`config.mk`:
```
export PLATFORM = sky130hd
export DESIGN_NAME = id_stage
export DESIGN_NICKNAME = d
export VERILOG_FILES = /design/src/rtl/id_stage.sv
export SDC_FILE = /design/constraint.sdc
export NUM_CORES = 1
export LEC_CHECK = 0
export CAP_MARGIN = 20
export CORE_AREA = 2 2 133 135
export CTS_BUF_LIST = sky130_fd_sc_hd__clkbuf_8
export CTS_CLUSTER_SIZE = 24
export DETAILED_ROUTE_END_ITERATION = 6
export DIE_AREA = 0 0 135 137
export DONT_BUFFER_PORTS = 1
export HOLD_SLACK_MARGIN = 0.08
export PLACE_DENSITY = 0.54
export SYNTH_ARGS = -nofsm -noshare
export SYNTH_HDL_FRONTEND = slang
export SYNTH_SLANG_ARGS = --single-unit
```
`constraint.sdc`:
```
create_clock -name clk -period 7.05 [get_ports clk]
set_input_delay 1.7625 -clock clk [delete_from_list [all_inputs] [get_ports clk]]
set_output_delay 1.7625 -clock clk [all_outputs]
set_load 0.03 [all_outputs]
```
`src/rtl/id_stage.sv`:
```
// Decode stage of the LA32R five-stage pipeline: latches IF's {inst, pc}, decodes it,
// reads operands, interlocks on RAW hazards and resolves branches back to IF.
module id_stage #(
    parameter int unsigned IF_TO_ID_WIDTH = 64,
    parameter int unsigned ID_TO_EX_WIDTH = 148
) (
    input  logic                      clk,
    input  logic                      reset,
    input  logic                      if_to_id_valid,
    input  logic [IF_TO_ID_WIDTH-1:0] if_to_id_wire,
    output logic                      id_allowin,
    output logic                      br_taken,
    output logic [31:0]               br_target,
    output logic [4:0]                rf_raddr1,
    output logic [4:0]                rf_raddr2,
    input  logic [31:0]               rf_rdata1,
    input  logic [31:0]               rf_rdata2,
    input  logic [4:0]                ex_dest,
    input  logic [4:0]                mem_dest,
    input  logic [4:0]                wb_dest,
    input  logic                      ex_allowin,
    output logic                      id_to_ex_valid,
    output logic [ID_TO_EX_WIDTH-1:0] id_to_ex_wire
);

    localparam int unsigned XLEN   = 32;
    localparam int unsigned ALU_W  = 12;
    localparam int unsigned REG_AW = 5;

    typedef struct packed {
        logic [ALU_W-1:0]  alu_op;
        logic              res_from_mem;
        logic              mem_we;
        logic              gr_we;
        logic [REG_AW-1:0] dest;
        logic [XLEN-1:0]   rkd_value;
        logic [XLEN-1:0]   src2;
        logic [XLEN-1:0]   src1;
        logic [XLEN-1:0]   pc;
    } id_to_ex_t;

    logic            id_valid_q, id_valid_d;
    logic [XLEN-1:0] id_inst_q, id_inst_d;
    logic [XLEN-1:0] id_pc_q, id_pc_d;

    logic            ready_go;
    logic            cond;
    id_to_ex_t       ex_bus;

    always_ff @(posedge clk or posedge reset) begin
        if (reset) begin
            id_valid_q <= 1'b0;
            id_inst_q  <= '0;
            id_pc_q    <= '0;
        end else begin
            id_valid_q <= id_valid_d;
            id_inst_q  <= id_inst_d;
            id_pc_q    <= id_pc_d;
        end
    end

    // A bundle arriving alongside a taken branch is the wrong-path fetch: load it invalid.
    always_comb begin
        id_valid_d = id_valid_q;
        id_inst_d  = id_inst_q;
        id_pc_d    = id_pc_q;
        if (id_allowin) begin
            id_valid_d = if_to_id_valid & ~br_taken;
            id_inst_d  = if_to_id_wire[63:32];
            id_pc_d    = if_to_id_wire[31:0];
        end
    end

    logic [16:0]       op_31_15;
    logic [9:0]        op_31_22;
    logic [6:0]        op_31_25;
    logic [5:0]        op_31_26;
    logic [REG_AW-1:0] rd, rj, rk;

    assign op_31_15 = id_inst_q[31:15];
    assign op_31_22 = id_inst_q[31:22];
    assign op_31_25 = id_inst_q[31:25];
    assign op_31_26 = id_inst_q[31:26];
    assign rd       = id_inst_q[4:0];
    assign rj       = id_inst_q[9:5];
    assign rk       = id_inst_q[14:10];

    logic inst_add, inst_sub, inst_slt, inst_sltu, inst_nor, inst_and, inst_or, inst_xor;
    logic inst_slli, inst_srli, inst_srai, inst_addi, inst_ld, inst_st, inst_lu12i;
    logic inst_jirl, inst_b, inst_bl, inst_beq, inst_bne;

    assign inst_add   = op_31_15 == 17'h00020;
    assign inst_sub   = op_31_15 == 17'h00022;
    assign inst_slt   = op_31_15 == 17'h00024;
    assign inst_sltu  = op_31_15 == 17'h00025;
    assign inst_nor   = op_31_15 == 17'h00028;
    assign inst_and   = op_31_15 == 17'h00029;
    assign inst_or    = op_31_15 == 17'h0002A;
    assign inst_xor   = op_31_15 == 17'h0002B;
    assign inst_slli  = op_31_15 == 17'h00081;
    assign inst_srli  = op_31_15 == 17'h00089;
    assign inst_srai  = op_31_15 == 17'h00091;
    assign inst_addi  = op_31_22 == 10'h00A;
    assign inst_ld    = op_31_22 == 10'h0A2;
    assign inst_st    = op_31_22 == 10'h0A6;
    assign inst_lu12i = op_31_25 == 7'h0A;
    assign inst_jirl  = op_31_26 == 6'h13;
    assign inst_b     = op_31_26 == 6'h14;
    assign inst_bl    = op_31_26 == 6'h15;
    assign inst_beq   = op_31_26 == 6'h16;
    assign inst_bne   = op_31_26 == 6'h17;

    logic r_type, shift_imm, si12_type, src2_is_imm, link, rd_as_src2;
    logic use_src1, use_src2, gr_we, haz1, haz2;

    assign r_type      = inst_add | inst_sub | inst_slt | inst_sltu |
                         inst_nor | inst_and | inst_or  | inst_xor;
    assign shift_imm   = inst_slli | inst_srli | inst_srai;
    assign si12_type   = inst_addi | inst_ld | inst_st;
    assign src2_is_imm = si12_type | shift_imm | inst_lu12i;
    assign link        = inst_bl | inst_jirl;
    assign rd_as_src2  = inst_st | inst_beq | inst_bne;
    assign gr_we       = r_type | shift_imm | inst_addi | inst_ld | inst_lu12i | link;

    assign rf_raddr1 = rj;
    assign rf_raddr2 = rd_as_src2 ? rd : rk;

    logic [XLEN-1:0] imm, offs16, offs26;

    assign offs16 = {{14{id_inst_q[25]}}, id_inst_q[25:10], 2'b00};
    assign offs26 = {{4{id_inst_q[9]}}, id_inst_q[9:0], id_inst_q[25:10], 2'b00};

    always_comb begin
        imm = {{20{id_inst_q[21]}}, id_inst_q[21:10]};
        if (shift_imm)  imm = XLEN'(rk);
        if (inst_lu12i) imm = {id_inst_q[24:5], 12'h000};
    end

    // RAW interlock: a nonzero source still pending in EX/MEM/WB stalls the stage.
    assign use_src1 = ~(inst_b | inst_bl | inst_lu12i);
    assign use_src2 = r_type | rd_as_src2;
    assign haz1     = use_src1 && (rf_raddr1 != '0) &&
                      (rf_raddr1 == ex_dest || rf_raddr1 == mem_dest || rf_raddr1 == wb_dest);
    assign haz2     = use_src2 && (rf_raddr2 != '0) &&
                      (rf_raddr2 == ex_dest || rf_raddr2 == mem_dest || rf_raddr2 == wb_dest);
    assign ready_go = ~(haz1 | haz2);

    assign id_allowin     = ~id_valid_q | (ready_go & ex_allowin);
    assign id_to_ex_valid = id_valid_q & ready_go;

    assign cond      = inst_b | inst_bl | inst_jirl |
                       (inst_beq & (rf_rdata1 == rf_rdata2)) |
                       (inst_bne & (rf_rdata1 != rf_rdata2));
    assign br_taken  = id_valid_q & ready_go & ex_allowin & cond;
    assign br_target = (inst_jirl ? rf_rdata1 : id_pc_q) +
                       ((inst_b | inst_bl) ? offs26 : offs16);

    logic [REG_AW-1:0] dest_raw;
    assign dest_raw = inst_bl ? REG_AW'(1) : rd;

    always_comb begin
        ex_bus              = '0;
        ex_bus.alu_op[0]    = ~(inst_sub | inst_slt | inst_sltu | inst_and | inst_nor |
                                inst_or | inst_xor | inst_slli | inst_srli | inst_srai |
                                inst_lu12i);
        ex_bus.alu_op[1]    = inst_sub;
        ex_bus.alu_op[2]    = inst_slt;
        ex_bus.alu_op[3]    = inst_sltu;
        ex_bus.alu_op[4]    = inst_and;
        ex_bus.alu_op[5]    = inst_nor;
        ex_bus.alu_op[6]    = inst_or;
        ex_bus.alu_op[7]    = inst_xor;
        ex_bus.alu_op[8]    = inst_slli;
        ex_bus.alu_op[9]    = inst_srli;
        ex_bus.alu_op[10]   = inst_srai;
        ex_bus.alu_op[11]   = inst_lu12i;
        ex_bus.res_from_mem = inst_ld;
        ex_bus.mem_we       = inst_st;
        ex_bus.gr_we        = gr_we;
        ex_bus.dest         = (gr_we && dest_raw != '0) ? dest_raw : '0;
        ex_bus.rkd_value    = rf_rdata2;
        ex_bus.src2         = link ? XLEN'(4) : (src2_is_imm ? imm : rf_rdata2);
        ex_bus.src1         = link ? id_pc_q : rf_rdata1;
        ex_bus.pc           = id_pc_q;
    end

    assign id_to_ex_wire = ex_bus;

endmodule

```
==> metrics.yaml <==
finClkSkew_ns: 0.0190
clk_path_buf_depth: 2
gp_congestion: 0.923
ir_drop_mv: 0.174
p_comb_share_pct: 58.1
setup_viol: 0
antenna_left: 0
met2_length_um: 13400
ys.flop_type: "dfrtp_1"
synth-simple-area-share_pct: 22.2
endpoint_kind: "output pin"
dpl.hpwl_um: 21800
worstSetupPathType: "flip-flop to output pin"
ys_ff_latch: 65
cp-start-kind: "flip-flop"
postSynthAreaPerCell_sq_um: 8.35
finalPower_mw: 2.33
floorplan.rows: 48
dr_total_vias: 6232
ctsResizeCount: 0
cts_made_buffers: 9
cts_hold_buf: 0
synth.top_cells.by_area: "dfrtp_1, mux2_2, xnor2_1"
die_y_um: 137
die_x_um: 135
synth_xor_area_share_pct: 10.5
clkPwrFrac_pct: 15.0
cts_sinks: 65
grt_setup_unrepaired: "false"
synthMuxAreaShare_pct: 18.9
die-area_sq_mm: 0.0185
fin_cells: 1039
final_area_sq_mm: 0.00733
yosysMostFrequentCell: "nand2_1"
slew_headroom_pct: 36.2
synth_edf_count: 0
routed.top_layer: "met4"
mappedNetlistArea_sq_mm: 0.00700
synth_largest_area_cell: "dfrtp_1"
yosysTopAreaCellShare_pct: 23.2
netlist_instances: 838
synthTopCellsByCount: "nand2_1, xnor2_1, dfrtp_1"
drtIter0Drc: 392
hp-class: "flip-flop to flip-flop"
p_per_area_mw_per_mm2: 318
synth_top_family_by_area: "simple AND/OR/NAND/NOR gates"
initial_core_util_pct: 41.0
fin_util_pct: 43.0
root_buffer: "clkbuf_8"
grt.overflow.total: 0
p_int_mw: 1.10
hold_ws_ns: 0.632
core_area_sq_mm: 0.0171
wl_met1_um: 10600
hold_depth: 1
final_nets: 986
io_pins: 340
final.setup.tns_ns: 0
grt_pass1_wl_um: 38900
dp_cells: 1023
timing.final.crit_share_pct: 97.3
grt_usage_pct: 28.6
drive_above_1_share_pct: 22.2
synth_adder_area_share_pct: 5.47
outcome: "finished, final reports clean"
min_period_ns: 6.86
antenna_found_initial: 0
post_cts_buffers: 0
synth_cell_types: 61
drc: 0
avgViaCountPerCell: 6.00
dr.pass1.iters: 5
worstPathArrival_ns: 5.10
first_global_vias: 6054
required_ns: 5.29
async_flop_share_pct: 100
worst_pin_slew_ns: 0.950
max_freq_ghz: 0.146
wl_met3_um: 2920
wl_per_cell_um: 26.6
reg2reg_depth: 11
synth_fp_nets: 1015
leakage_nw: 3.16
port_buffers: 0
antenna_cells: 0
pwr-share-seq_pct: 26.9
cap_violations: 0
hold_viol: 0
p_sw_share_pct: 52.9
report.final.slew_viol_count: 0
synth-compound-area-share_pct: 10.7
syn_to_final_growth_pct: 4.77
wirelength_um: 27600
path_max_fanout: 35
synth-seq-area-share_pct: 23.2
place_ws_ns: 0.414
h-tree-depth: 3
clk_pin_slew_ns: 0.08
grt_start_max_net_pins: 66
p_switching_mw: 1.23
clk_latency_ns: 0.38
synth_warnings: 0
cts_tree: "yes"
setup_slack_ns: 0.191
post_dp_cell_area_sq_mm: 0.00712
[placed cells by master (no fill, tap or decap), types with 14 or more instances in the layout]
cell	instances
dfrtp_1	65
nor2_1	54
mux2_2	57
nor3_1	41
mux2_4	38
buf_4	47
xnor2_1	67
nand3_1	27
inv_1	14
xor2_1	17
ha_1	29
a21oi_1	51
nand2_1	136
o21ai_0	14
[cell families (layout without fill, tap and decap cells)]
family / Yosys count / in the layout
AND/OR/NAND/NOR: 329 / 329
buffers and inverters: 107 / 83
adder cells (fa/ha/maj): 30 / 30
flip-flops: 65 / 65
AO/OA/AOI/OAI: 117 / 117
XOR/XNOR: 84 / 84
multiplexers: 106 / 106
[critical path, cell delays in order (launching register included)]
cell and delay, ns:
dfrtp_1 0.49, or3b_4 0.48, nor3_2 0.24, buf_12 0.28
mux2_2 0.37, ha_1 0.23, fa_1 0.47, a211oi_2 0.30
o21ai_0 0.13, or3b_2 0.25, a21boi_0 0.15, o31a_1 0.33
o31a_1 0.28, or4_1 0.42, nand3_1 0.16, buf_12 0.14
[state kept, by name, summed over array words and instances (netlist names)]
register and count:
id_inst_q 32, id_pc_q 32, id_valid_q 1
[final timing paths]
kind                                 end  slack, ns          start
min                        id_inst_q[27]       0.63  id_inst_q[27]
max reg2reg                id_inst_q[10]       2.48  id_inst_q[22]
min reg2reg                id_inst_q[27]       0.63  id_inst_q[27]
max                        br_target[20]       0.19  id_inst_q[29]
min in group asynchronous  id_inst_q[16]       1.53          reset
max in group asynchronous    id_pc_q[22]       4.93          reset
[power by group through the flow]
stage | clock, mW | combinational (mW) | sequential [mW]
floorplan | 0 | 1.10 | 0.550
global placement | 0 | 1.33 | 0.627
CTS | 0.358 | 1.35 | 0.622
global route | 0.374 | 1.44 | 0.634
detailed placement | 0 | 1.35 | 0.630
finish | 0.349 | 1.36 | 0.626
[layer usage]
metal	vias to the layer above	track usage, %
li1	2815	-
met1	3001	33.9
met2	373	49.7
met3	43	8.56
met4	0	8.97
met5	-	0
[cell type report]
class                   instances  area [sq um]
fillers                      1719          9730
multi-input cells             666          4760
flip-flops and latches         65          1630
repair buffers                 49           393
well taps                     225           282
clock buffers                   9           124
clock inverters                 7          77.6
inverters                      18          68.8
Power figures use the tool's default switching activity.
